**src/rtl/div_unit_pkg.sv**
```systemverilog
// ---------------------------------------------------------------------------
// div_unit_pkg
// Shared constants and types for the multicycle signed divider.
//   DIV_DATA_W : default operand/result width
//   DIV_CNT_W  : default iteration counter width (must be able to hold DATA_W)
//   DIV_ITERS  : number of restoring iterations, one quotient bit per cycle
//   div_state_e: FSM state encodings shared with anything that decodes them
// ---------------------------------------------------------------------------
package div_unit_pkg;

  localparam int DIV_DATA_W = 32;
  localparam int DIV_CNT_W  = 6;
  localparam int DIV_ITERS  = 32;

  typedef enum logic [1:0] {
    DIV_IDLE = 2'd0,
    DIV_RUN  = 2'd1,
    DIV_FIX  = 2'd2
  } div_state_e;

endpackage

```
**src/rtl/div_unit_if.sv**
```systemverilog
// ---------------------------------------------------------------------------
// div_unit_if
// Handshake and data bundle between the control unit / operand registers and
// the divider.
//   div_start : one-cycle start pulse from the control unit
//   a_in      : dividend (RegA_out)
//   b_in      : divisor  (RegB_out)
//   hi_out    : remainder, to HI
//   lo_out    : quotient, to LO
//   div_busy  : high while a division is in progress
//   div_done  : one-cycle completion pulse
//   div_zero  : one-cycle divide-by-zero pulse
// master = control side, slave = divider side.
// ---------------------------------------------------------------------------
interface div_unit_if
  import div_unit_pkg::*;
#(
  parameter int DATA_W = DIV_DATA_W
) ();

  logic              div_start;
  logic [DATA_W-1:0] a_in;
  logic [DATA_W-1:0] b_in;
  logic [DATA_W-1:0] hi_out;
  logic [DATA_W-1:0] lo_out;
  logic              div_busy;
  logic              div_done;
  logic              div_zero;

  modport master (
    output div_start, a_in, b_in,
    input  hi_out, lo_out, div_busy, div_done, div_zero
  );

  modport slave (
    input  div_start, a_in, b_in,
    output hi_out, lo_out, div_busy, div_done, div_zero
  );

endinterface

```
**src/rtl/div_unit_twos_neg.sv**
```systemverilog
// ---------------------------------------------------------------------------
// twos_neg
// Combinational conditional two's-complement negate. Used for taking the
// magnitude of signed operands (i_neg = sign bit) and for re-applying a sign
// to an unsigned result. Written generically so a multiplier can reuse it.
//   i_val : value to (maybe) negate
//   i_neg : 1 = output -i_val, 0 = pass i_val through
//   o_val : result, same width as i_val
// Note: the magnitude of the most negative value is itself, which reads
// correctly as the unsigned value 2^(W-1).
// ---------------------------------------------------------------------------
module twos_neg #(
  parameter int W = 32
) (
  input  logic [W-1:0] i_val,
  input  logic         i_neg,
  output logic [W-1:0] o_val
);

  assign o_val = i_neg ? (~i_val + W'(1)) : i_val;

endmodule

```
**src/rtl/div_unit.sv**
```systemverilog
// ---------------------------------------------------------------------------
// div_unit
// Multicycle signed divider for DIV using restoring division, one quotient bit
// per clock. Quotient truncates toward zero, remainder takes the dividend's
// sign. A start pulse in IDLE with a non-zero divisor begins a division;
// results and a div_done pulse appear DATA_W+1 edges after the start edge.
// A zero divisor raises div_zero for one cycle instead and leaves HI/LO alone.
//   clk   : system clock
//   reset : asynchronous, active-low reset
//   bus   : div_unit_if slave (start/operands in, HI/LO/status out)
// ---------------------------------------------------------------------------
module div_unit
  import div_unit_pkg::*;
#(
  parameter int DATA_W = DIV_DATA_W,
  parameter int CNT_W  = DIV_CNT_W
) (
  input  logic       clk,
  input  logic       reset,
  div_unit_if.slave  bus
);

  // One iteration per result bit.
  localparam int ITERS = DATA_W;

  div_state_e        r_state;
  div_state_e        w_nextState;

  logic [DATA_W-1:0] r_quo;
  logic [DATA_W-1:0] r_rem;
  logic [DATA_W-1:0] r_div;
  logic [DATA_W-1:0] r_lo;
  logic [DATA_W-1:0] r_hi;
  logic [CNT_W-1:0]  r_cnt;
  logic              r_signQ;
  logic              r_signR;
  logic              r_done;
  logic              r_zero;

  logic [DATA_W-1:0] w_absA;
  logic [DATA_W-1:0] w_absB;
  logic [DATA_W-1:0] w_loFinal;
  logic [DATA_W-1:0] w_hiFinal;
  logic [DATA_W:0]   w_remShift;
  logic [DATA_W:0]   w_diff;
  logic              w_bZero;
  logic              w_lastIter;

  // Magnitudes of the incoming operands, taken only at the start edge.
  twos_neg #(.W(DATA_W)) u_absA (
    .i_val (bus.a_in),
    .i_neg (bus.a_in[DATA_W-1]),
    .o_val (w_absA)
  );

  twos_neg #(.W(DATA_W)) u_absB (
    .i_val (bus.b_in),
    .i_neg (bus.b_in[DATA_W-1]),
    .o_val (w_absB)
  );

  // Sign correction of the unsigned quotient/remainder at the FIX step.
  twos_neg #(.W(DATA_W)) u_fixLo (
    .i_val (r_quo),
    .i_neg (r_signQ),
    .o_val (w_loFinal)
  );

  twos_neg #(.W(DATA_W)) u_fixHi (
    .i_val (r_rem),
    .i_neg (r_signR),
    .o_val (w_hiFinal)
  );

  assign w_bZero    = (bus.b_in == '0);
  assign w_lastIter = (r_cnt == CNT_W'(ITERS - 1));

  // The remainder stays below the divisor (at most 2^(DATA_W-1)), so the
  // shifted value fits in DATA_W bits and bit DATA_W of the difference is a
  // true borrow/sign bit.
  assign w_remShift = {r_rem, r_quo[DATA_W-1]};
  assign w_diff     = w_remShift - {1'b0, r_div};

  // State register.
  always_ff @(posedge clk or negedge reset) begin
    if (!reset) begin
      r_state <= DIV_IDLE;
    end else begin
      r_state <= w_nextState;
    end
  end

  // Next-state logic. Starts are only honoured in IDLE, which makes a start
  // in the div_done cycle legal and one during RUN/FIX a no-op.
  always_comb begin
    w_nextState = r_state;
    unique case (r_state)
      DIV_IDLE: if (bus.div_start && !w_bZero) w_nextState = DIV_RUN;
      DIV_RUN:  if (w_lastIter)                w_nextState = DIV_FIX;
      DIV_FIX:                                 w_nextState = DIV_IDLE;
      default:                                 w_nextState = DIV_IDLE;
    endcase
  end

  // Datapath. Operands are captured as magnitudes plus result signs, the
  // restoring loop runs on the unsigned values, and HI/LO are only written
  // at FIX so an aborted or in-flight division never shows a partial result.
  always_ff @(posedge clk or negedge reset) begin
    if (!reset) begin
      r_quo   <= '0;
      r_rem   <= '0;
      r_div   <= '0;
      r_lo    <= '0;
      r_hi    <= '0;
      r_cnt   <= '0;
      r_signQ <= 1'b0;
      r_signR <= 1'b0;
      r_done  <= 1'b0;
      r_zero  <= 1'b0;
    end else begin
      r_done <= 1'b0;
      r_zero <= 1'b0;
      unique case (r_state)
        DIV_IDLE: begin
          if (bus.div_start) begin
            if (w_bZero) begin
              r_zero <= 1'b1;
            end else begin
              r_quo   <= w_absA;
              r_div   <= w_absB;
              r_rem   <= '0;
              r_cnt   <= '0;
              r_signQ <= bus.a_in[DATA_W-1] ^ bus.b_in[DATA_W-1];
              r_signR <= bus.a_in[DATA_W-1];
            end
          end
        end
        DIV_RUN: begin
          if (!w_diff[DATA_W]) begin
            r_rem <= w_diff[DATA_W-1:0];
            r_quo <= {r_quo[DATA_W-2:0], 1'b1};
          end else begin
            r_rem <= w_remShift[DATA_W-1:0];
            r_quo <= {r_quo[DATA_W-2:0], 1'b0};
          end
          r_cnt <= r_cnt + CNT_W'(1);
        end
        DIV_FIX: begin
          r_lo   <= w_loFinal;
          r_hi   <= w_hiFinal;
          r_done <= 1'b1;
        end
        default: ;
      endcase
    end
  end

  assign bus.hi_out   = r_hi;
  assign bus.lo_out   = r_lo;
  assign bus.div_busy = (r_state != DIV_IDLE);
  assign bus.div_done = r_done;
  assign bus.div_zero = r_zero;

  // Completion and divide-by-zero are mutually exclusive by construction.
  doneZeroExclusive: assert property (@(posedge clk) disable iff (!reset)
    !(r_done && r_zero));

endmodule

```
**src/flat_wrapper.sv**
```systemverilog
// flat-port wrapper written by rule: the top's interface ports become plain ports
module div_unit_flat import div_unit_pkg::*;
#(
  parameter int DATA_W = DIV_DATA_W,
  parameter int CNT_W  = DIV_CNT_W
)
  (clk, reset, bus_div_start, bus_a_in, bus_b_in, bus_hi_out, bus_lo_out, bus_div_busy, bus_div_done, bus_div_zero);
  div_unit_if #(.DATA_W(DATA_W)) bus_i ();
  input  logic clk;
  input  logic reset;
  input wire logic [$bits(bus_i.div_start)-1:0] bus_div_start;
  input wire logic [$bits(bus_i.a_in)-1:0] bus_a_in;
  input wire logic [$bits(bus_i.b_in)-1:0] bus_b_in;
  output wire logic [$bits(bus_i.hi_out)-1:0] bus_hi_out;
  output wire logic [$bits(bus_i.lo_out)-1:0] bus_lo_out;
  output wire logic [$bits(bus_i.div_busy)-1:0] bus_div_busy;
  output wire logic [$bits(bus_i.div_done)-1:0] bus_div_done;
  output wire logic [$bits(bus_i.div_zero)-1:0] bus_div_zero;
  assign bus_i.div_start = bus_div_start;
  assign bus_i.a_in = bus_a_in;
  assign bus_i.b_in = bus_b_in;
  assign bus_hi_out = bus_i.hi_out;
  assign bus_lo_out = bus_i.lo_out;
  assign bus_div_busy = bus_i.div_busy;
  assign bus_div_done = bus_i.div_done;
  assign bus_div_zero = bus_i.div_zero;
  div_unit #(.DATA_W(DATA_W), .CNT_W(CNT_W)) u_core (.clk(clk), .reset(reset), .bus(bus_i));
endmodule
```
**config.mk**
```make
export PLATFORM = sky130hd
export DESIGN_NAME = div_unit_flat
export DESIGN_NICKNAME = d
export VERILOG_FILES = /design/src/rtl/div_unit_pkg.sv /design/src/rtl/div_unit_if.sv /design/src/rtl/div_unit_twos_neg.sv /design/src/rtl/div_unit.sv /design/src/flat_wrapper.sv
export SDC_FILE = /design/constraint.sdc
export NUM_CORES = 1
export LEC_CHECK = 0
export CAP_MARGIN = 20
export CORE_UTILIZATION = 56
export DETAILED_ROUTE_END_ITERATION = 6
export HOLD_SLACK_MARGIN = 0.15
export PLACE_DENSITY_LB_ADDON = 0.1
export SLEW_MARGIN = 40
export SYNTH_ARGS = -nofsm -noshare
export SYNTH_HDL_FRONTEND = slang
export SYNTH_SLANG_ARGS = --single-unit
```
**constraint.sdc**
```tcl
create_clock -name clk -period 10.7 [get_ports clk]
set_input_delay 2.675 -clock clk [delete_from_list [all_inputs] [get_ports clk]]
set_output_delay 2.675 -clock clk [all_outputs]
set_load 0.05 [all_outputs]
```
After elaboration in Yosys (flattened, before gate mapping)
Cells that the tools add are included.
{"block": "classes", "bitwise_logic": 6, "reduce_logical": 9, "mux": 22, "add_sub_neg": 6, "eq_ne": 7}
{"operator": "$mux 32", "count": 9}
{"operator": "$add 32x1->32 const B", "count": 4}
{"operator": "$not 32->32", "count": 4}
{"operator": "$pmux 32 s2", "count": 2}
{"operator": "$sub 33x32->33", "count": 1}
{"operator": "$logic_not 32->1", "count": 1}
{"operator": "$mux 6", "count": 2}
{"operator": "$pmux 6 s2", "count": 1}
{"operator": "$add 6x1->6 const B", "count": 1}
{"operator": "$eq 6x5->1 const B", "count": 1}
{"operator": "$reduce_and 3->1", "count": 2}
{"operator": "$mux 1", "count": 5}
{"operator": "$mux 2", "count": 2}
{"operator": "$ne 2x1->1 const B", "count": 2}
{"operator": "$ne 2x2->1 const B", "count": 2}
{"operator": "$pmux 2 s2", "count": 1}
{"operator": "$reduce_bool 2->1", "count": 2}
{"operator": "$eq 2x1->1 const B", "count": 1}
{"operator": "$eq 2x2->1 const B", "count": 1}
{"operator": "$logic_not 2->1", "count": 1}
{"operator": "$reduce_and 2->1", "count": 1}
{"operator": "$logic_and 1x1->1", "count": 1}
{"operator": "$logic_not 1->1", "count": 1}
{"operator": "$not 1->1", "count": 1}
{"operator": "$xor 1x1->1", "count": 1}
{"block": "totals", "word_cells": 61, "out_inout_bits": 67, "register_bits": 172, "inputBits": 67}

Longest topological paths before layout
Gate-level depths: netlist of run 1.
{"block": "logic_depth", "ltp_word": 6, "depth_mapped": 14, "ltp_nobuf": 13}

By module
From an unflattened synthesis of run 1, not the netlist that was laid out.
{"block": "hier_totals", "hier_cells": 1244, "hier_area_um2": 11716.2}
{"mod": "div_unit", "seq_area_each_um2": 4304.1, "instances": 1, "cells_each": 848, "area_per_inst_um2": 8608.3}
{"mod": "twos_neg", "seq_area_each_um2": 0.0, "instances": 4, "cells_each": 99, "area_per_inst_um2": 777.0}

Worst setup path after synthesis of run 1
No wires, ideal clock.
{"block": "synth_path", "kind": "in2reg", "start": "input bus_b_in[24]", "end": "register u_core.r_div[0]", "t_required_ns": 10.566, "setup_time_ns": 0.134, "path_buffers": 2, "path_stages": 8, "path_slack_ns": 5.707, "t_arrival_ns": 4.860, "cell_sequence": "or3_1 or3_1 or4_1 or3_1 nand2b_1 clkbuf_1 clkbuf_1 o21ai_0"}
{"block": "synth_between", "elab_chain_len": 3}
{"item": "start: declaration", "line_no": "flat_wrapper.sv:13", "source": "input wire logic [$bits(bus_i.b_in)-1:0] bus_b_in;"}
{"item": "$logic_not 32->1", "line_no": "div_unit.sv:75", "source": "assign w_bZero = (bus.b_in == '0);"}
{"item": "$not 1->1 (no line)"}
{"item": "$reduce_and 3->1 (no line)"}
{"item": "end signal: assignment", "line_no": "div_unit.sv:130", "source": "r_div <= w_absB;"}
{"item": "end: declaration", "line_no": "div_unit.sv:31", "source": "logic [DATA_W-1:0] r_div;"}
No other way between the ends.
A chain may end at the register's enable or synchronous reset.

Final worst setup path of run 1
{"block": "layout_path", "start": "input bus_b_in[4]", "end": "register u_core.r_quo[31]"}
{"block": "layout_between", "elab_chain_len": 3}
{"item": "$logic_not 32->1", "line_no": "div_unit.sv:75"}
{"item": "$ne 2x2->1 (no line)"}
{"item": "$reduce_and 3->1 (no line)"}
{"item": "end signal: assignment", "line_no": "div_unit.sv:129", "source": "r_quo <= w_absA;"}
{"item": "end signal: assignment", "line_no": "div_unit.sv:141", "source": "r_quo <= {r_quo[DATA_W-2:0], 1'b1};"}
{"item": "end signal: assignment", "line_no": "div_unit.sv:144", "source": "r_quo <= {r_quo[DATA_W-2:0], 1'b0};"}
{"item": "end: declaration", "line_no": "div_unit.sv:29", "source": "logic [DATA_W-1:0] r_quo;"}
No other way between the ends.

==> results of run 1 <==
==> cell type report <==
cell class / count / area, µm²
Inverter: 59 / 221
Sequential cell: 172 / 4310
Multi-Input combinational cell: 934 / 6090
Timing Repair Buffer: 143 / 1430
Fill cell: 1570 / 5920
Clock buffer: 24 / 472
Clock inverter: 7 / 67.6
Tap cell: 260 / 325
==> routing by layer <==
layer / share of wire / wire, µm / vias up
met2: 0.44 / 11300 / 294
li1: - / - / 4560
met4: 0.010 / 266 / 0
met5: 0 / 0 / -
met1: 0.49 / 12600 / 4330
met3: 0.055 / 1400 / 23
==> flip-flops by register name (all words and copies together), names as in the netlist <==
signal,flops
u_core.bus.lo_out,32
u_core.r_rem,32
u_core.bus.hi_out,32
u_core.r_signR,1
u_core.bus.div_done,1
u_core.r_state,2
u_core.r_cnt,6
u_core.bus.div_zero,1
u_core.r_signQ,1
u_core.r_div,32
u_core.r_quo,32
==> how the worst min path moves through the flow <==
stage / end / slack (ns) / depth (start not counted)
6_report: u_core.bus.hi_out[2]$_DFFE_PN0P_ / 0.48 / 2
5_1_grt: u_core.bus.hi_out[2]$_DFFE_PN0P_ / 0.50 / 2
4_1_cts: u_core.r_div[25]$_DFFE_PN0P_ / 0.48 / 2
3_5_place_dp: u_core.bus.hi_out[14]$_DFFE_PN0P_ / 0.47 / 2
3_3_place_gp: u_core.bus.hi_out[26]$_DFFE_PN0P_ / 0.46 / 2
2_1_floorplan: u_core.r_div[11]$_DFFE_PN0P_ / 0.45 / 2
==> cells by family after synthesis <==
kind of cell | Yosys count
AO/OA/AOI/OAI | 372
XOR/XNOR | 151
adder cells (fa/ha/maj) | 38
buffers and inverters | 121
flip-flops | 172
multiplexers | 30
AND/OR/NAND/NOR | 343
==> critical path: stages <==
cell and delay, ns:
clkdlybuf4s50_1 0.48, nor4_1 0.49, nand2b_1 0.21, nor4_1 0.41, nand2_1 0.23, nor3_1 0.45, o21a_2 0.22, buf_4 0.52
nor4_1 0.15, a221o_1 0.28
==> Yosys cell counts, types with 8 or more instances <==
library cell	number
a21o_1	12
a21oi_1	39
a222oi_1	12
clkbuf_1	51
dfrtp_1	172
ha_1	37
inv_1	58
mux2i_1	30
nand2_1	186
nand2b_1	14
nand3_1	10
nor2_1	44
nor3_1	9
nor4_1	8
o21ai_0	168
o21ai_1	25
o22ai_1	8
o31ai_1	33
o41ai_1	19
or3_1	19
or4_1	14
xnor2_1	67
xor2_1	83
==> power by group through the flow <==
stage / clock, W / combinational (W) / sequential [W]
3_5_place_dp: 0 / 0.00237 / 0.00122
2_1_floorplan: 0 / 0.00185 / 0.00120
6_report: 0.000579 / 0.00240 / 0.00122
4_1_cts: 0.000588 / 0.00239 / 0.00121
5_1_grt: 0.000614 / 0.00267 / 0.00125
3_3_place_gp: 0 / 0.00232 / 0.00120
==> stage by stage <==
stage | utilization | cells | total power [W] | hold WS, ns | area (µm²)
after floorplan | - | 1227 | 0.00305 | 0.450 | 10800
after global placement | 0.655 | 1566 | 0.00352 | 0.461 | 12300
after detailed placement | 0.657 | 1568 | 0.00358 | 0.469 | 12400
after CTS | 0.685 | 1599 | 0.00419 | 0.483 | 12900
after global routing | 0.686 | 1599 | 0.00453 | 0.498 | 12900
final | 0.686 | 1599 | 0.00420 | 0.476 | 12900
==> run metrics, run 1 <==
CP Class input port to register; crit end category register; largest net degree at the start of global routing 94; CTS tree built; CP startpoint kind input port; Synth Area in XOR/XNOR 0.124; drt drc 0; fraction of the mapped netlist area in simple logic gates 0.149; Area growth, synth to finish 19.0%; # resized after CTS 0; Primary FF master, synth dfrtp_1; Worst Max-Slew Pin Slew 0.769 ns; Post-synth EDFFs 0; I/O Pins 134; Clock Skews 0.0148 ns; Avg Cell Area, Syn 8.84 µm²; Via-to-Cell Ratio 5.76; switch share 0.457; GRT met1 Usage 0.404; Post-DP HPWL 18.4 mm; share of power burned in registers 0.290; die width 141 µm; Synth Register Bits 172; Crit Reg-Reg Startpoint u_core.r_quo[31]$_DFFE_PN0P_; Most Crowded Layer GR met1; Final Hold Viols 0; vias in the first global route 8,561; multiplexer share of the synthesized area 0.0277; post-synth top area share 0.397; DR iter-0 viols 754; minimum clock period 5.85 ns; hold_buf cts 0; nets 1,432; setup TNS 0 ns; clock tree buffer depth 2; Setup crit end u_core.r_quo[31]$_DFFE_PN0P_; Crit path required time 11.02 ns; NetSw 0.00192 W; grt ovf 0; area leader, netlist dfrtp_1; Final Wtd Congestion 0.931; first-pass GRT wire length 42.5 mm; final WL 25.6 mm; Clock power frac 0.138; Syn Nets 1,332; pre-CTS setup slack 4.50 ns; vias post-DR 9,207; Worst EP arrival 6.16 ns; core area 18,800 µm²; Synth Area in Compound Gates 0.215; area of the mapped netlist 10,800 µm²; CP Launch Point bus_b_in[4]; H-tree Lvls 4; DIE HEIGHT 141 µm; Pwr Density 325 nW/µm²; clock sink count 172; Skew-Pair Late Insertion Delay 0.43 ns; setup violators final 0; Wirelength per Cell 16.0 µm; adder-cell area share of the yosys netlist 0.0445; Reg2Reg Depth 14; post-CTS setup buffers 0; outcome complete, no violations; Yosys Warn Count 0; most frequent cells in the layout 186 x nand2_1, 170 x dfrtp_1, 168 x o21ai_0, 130 x clkdlybuf4s50_1, 83 x xor2_1; Max FO, Critical Path 60; port bufs 133; largest family of logic cells by synthesized area compound AO/OA/AOI/OAI gates; Cell Rows 50; Seq/Total Area, Yosys 0.397; met2 usage 0.401; R2R Setup Slk 6.25 ns; most common cell after layout, fill and taps aside nand2_1; fin crit share 0.547; CTS root buffer clkbuf_16; Pleak 5.43 nW; antenna cell count 0; Total GRT Usage 0.267; Cell variety after synth 67; CTS buffer count 17; Initial DRT Pass Iterations 7; final worst setup slack 4.85 ns; combinational fraction of design power 0.572; fin. max-slew vios 0; max cap viols 0; slew margin rel. 0.483; clock-pin transition on the worst setup and hold timing paths 0.06 ns; r2r endpoint u_core.r_rem[0]$_DFFE_PN0P_; Die ar. 19,900 µm²; RSZ-0062 raised after global routing false; Synth Instances 1,227; Initial Util 0.576; Peak VDD IR 0.000214 V; Post-DRT Antenna Nets 0; highest clock rate 0.171 GHz; initial antenna violation count 0; Hold WC Path Type register to register; Async SR Flop Fraction 1.00; Int Pwr 0.00228 W; GR Layer Usage met3 0.0377; min-delay src u_core.bus.hi_out[2]$_DFFE_PN0P_; Area contributors post-synth dfrtp_1 40%, o21ai_0 7.7%, xor2_1 6.7%; layout cells sized above 1 0.0508
Power figures use the tool's default switching activity.
==> inputs of run 2 (changes only) <==
- CORE_UTILIZATION: 56 -> 51
- clock period: 10.7 -> 4.9 ns (I/O delays scaled with it)
==> run 2 against run 1 <==
  * Clock power is 120% higher
  * Combinational power increased by 120%
  * Highest routed layer unchanged
  * Critical path depth is 3 higher
  * First-iteration DRC count decreased by 0.40%
  * Design area up 0.72%
  * Global-route usage shrank 1.1 points
==> run metrics, run 2 (synthesis gave the netlist of run 1 again) <==
outcome complete, no violations; fin. max-slew vios 0 (unchanged); Initial DRT Pass Iterations 5 (-2); switch share 0.466 (+0.00864); Final Wtd Congestion 0.912 (-2.0%); DR iter-0 viols 751 (-0.40%); DIE HEIGHT 148 µm (+4.7%); Non-Filler Instances 1,613 (+0.88%); max cap viols 0 (unchanged); Int Pwr 0.00497 W (+120%); placed instance area 12,500 µm² (+0.67%); Post-DP HPWL 19.9 mm (+8.7%); Die ar. 21,900 µm² (+9.7%); die width 148 µm (+4.7%); FF+latch area 4310 µm² (unchanged); Max FO, Critical Path 24 (-60%); Wirelength per Cell 16.6 µm (+4.0%); Area growth, synth to finish 19.9%; layout cells sized above 1 0.0566 (+0.00581); CTS tree built; CP startpoint kind register; H-tree Lvls 4 (unchanged); clock-pin transition on the worst setup and hold timing paths 0.07 ns (about the same); Post-DRT Antenna Nets 0 (unchanged); antenna cell count 0 (unchanged); highest clock rate 0.253 GHz; Clock Skews 0.0132 ns (-0.00159 ns); CP Class register to register; Crit path required time 5.20 ns (-5.82 ns); first-pass GRT wire length 44.1 mm (+3.7%); Cell Rows 52 (+4.0%); Pleak 5.46 nW (+0.62%); Via-to-Cell Ratio 5.73 (-0.48%); Peak VDD IR 0.000487 V (+130%); share of power burned in registers 0.293 (+0.003); minimum clock period 3.95 ns; Clock power frac 0.136 (-0.002); drt drc 0 (unchanged); setup TNS 0 ns (unchanged); Skew-Pair Late Insertion Delay 0.44 ns (about the same); I/O Pins 134 (unchanged); Filler cells 1,823 (+16%); nets 1,435 (+0.21%); total power draw 0.00930 W (+120%); largest net degree at the start of global routing 130 (+38%); Hold WC Path Type register to register; CTS root buffer clkbuf_16; # resized after CTS 0 (unchanged); area occupied by multi-input gates 6100 µm² (+0.12%); post-CTS setup buffers 0 (unchanged); setup violators final 0 (unchanged); vias post-DR 9,243 (+0.39%); final WL 26.8 mm (+4.9%); NetSw 0.00433 W (+130%); port bufs 133 (unchanged); vias in the first global route 8,366 (-2.3%); hold_buf cts 0 (unchanged); grt ovf 0 (unchanged); Total GRT Usage 0.256 (-0.0114); CTS buffer count 17 (unchanged); initial antenna violation count 0 (unchanged); most common cell after layout, fill and taps aside nand2_1; post-placement cell count 1,581 (+0.83%); fin crit share 0.807; Hold Worst Slack 0.477 ns (+0.00102 ns); Worst EP arrival 4.25 ns (-1.91 ns); Worst Max-Slew Pin Slew 0.811 ns (+0.0421 ns); clock sink count 172 (unchanged); clock tree buffer depth 2 (unchanged); crit end category register; Pwr Density 715 nW/µm² (+120%); Final Hold Viols 0 (unchanged); RSZ-0062 raised after global routing false; slew margin rel. 0.455 (-0.0283); Initial Util 0.528 (-0.0485); most frequent cells in the layout 186 x nand2_1, 170 x dfrtp_1, 168 x o21ai_0, 131 x clkdlybuf4s50_1, 83 x xor2_1; core area 20,600 µm² (+9.2%); combinational fraction of design power 0.571 (about the same); final instance area 13,000 µm² (+0.72%)
[run 2: area by class of cell]
cell class | count | area share
clock buffers | 20 | 0.0351
clock inverters | 12 | 0.00674
inverters | 59 | 0.0170
multi-input cells | 934 | 0.469
flip-flops and latches | 172 | 0.331
well taps | 270 | 0.0260
repair buffers | 146 | 0.115
[run 2: metrics by stage]
step                       util  setup WS, ns
after floorplan               -          1.36
after global placement    0.604         0.582
after detailed placement  0.606         0.511
after CTS                 0.632         0.947
after global routing      0.632         0.645
final                     0.632         0.948
[run 2: final timing paths]
| check | from | to | cells after the start | slack, ns |
|---|---|---|---|---|
| max | u_core.r_div[0]$_DFFE_PN0P_ | u_core.r_rem[10]$_DFFE_PN0P_ | 13 | 0.95 |
| min | u_core.bus.lo_out[2]$_DFFE_PN0P_ | u_core.bus.lo_out[2]$_DFFE_PN0P_ | 2 | 0.48 |
| max reg2reg | u_core.r_div[0]$_DFFE_PN0P_ | u_core.r_rem[10]$_DFFE_PN0P_ | 13 | 0.95 |
| min reg2reg | u_core.bus.lo_out[2]$_DFFE_PN0P_ | u_core.bus.lo_out[2]$_DFFE_PN0P_ | 2 | 0.48 |
| max in group asynchronous | reset | u_core.bus.hi_out[8]$_DFFE_PN0P_ | 2 | 3.23 |
| min in group asynchronous | reset | u_core.bus.lo_out[10]$_DFFE_PN0P_ | 1 | 0.82 |
[run 2: metal layers]
layer / track usage / share of wire / up-vias / routed length (µm)
met5: 0 / 0 / - / 0
met4: 0.0603 / 0.0096 / 0 / 258
met3: 0.0441 / 0.066 / 22 / 1760
met2: 0.358 / 0.41 / 272 / 11000
met1: 0.404 / 0.52 / 4371 / 13800
li1: - / - / 4578 / -
[run 2: power by group through the flow]
stage	logic, W	clock network [W]	registers (W)
floorplan	0.00403	0	0.00262
global placement	0.00514	0	0.00269
detailed placement	0.00525	0	0.00272
CTS	0.00530	0.00128	0.00269
global route	0.00590	0.00134	0.00280
finish	0.00531	0.00127	0.00273
[run 2: critical path: stages (launching register included)]
cell and delay (ns):
dfrtp_1 0.43, ha_1 0.25, fa_1 0.40, and2b_1 0.23, o2111ai_1 0.16, a2111oi_2 0.62
o211ai_1 0.26, a211o_1 0.33, nand3_1 0.09, a31oi_1 0.17, xnor2_4 0.18, buf_4 0.35
mux2i_1 0.24, o21ai_0 0.09
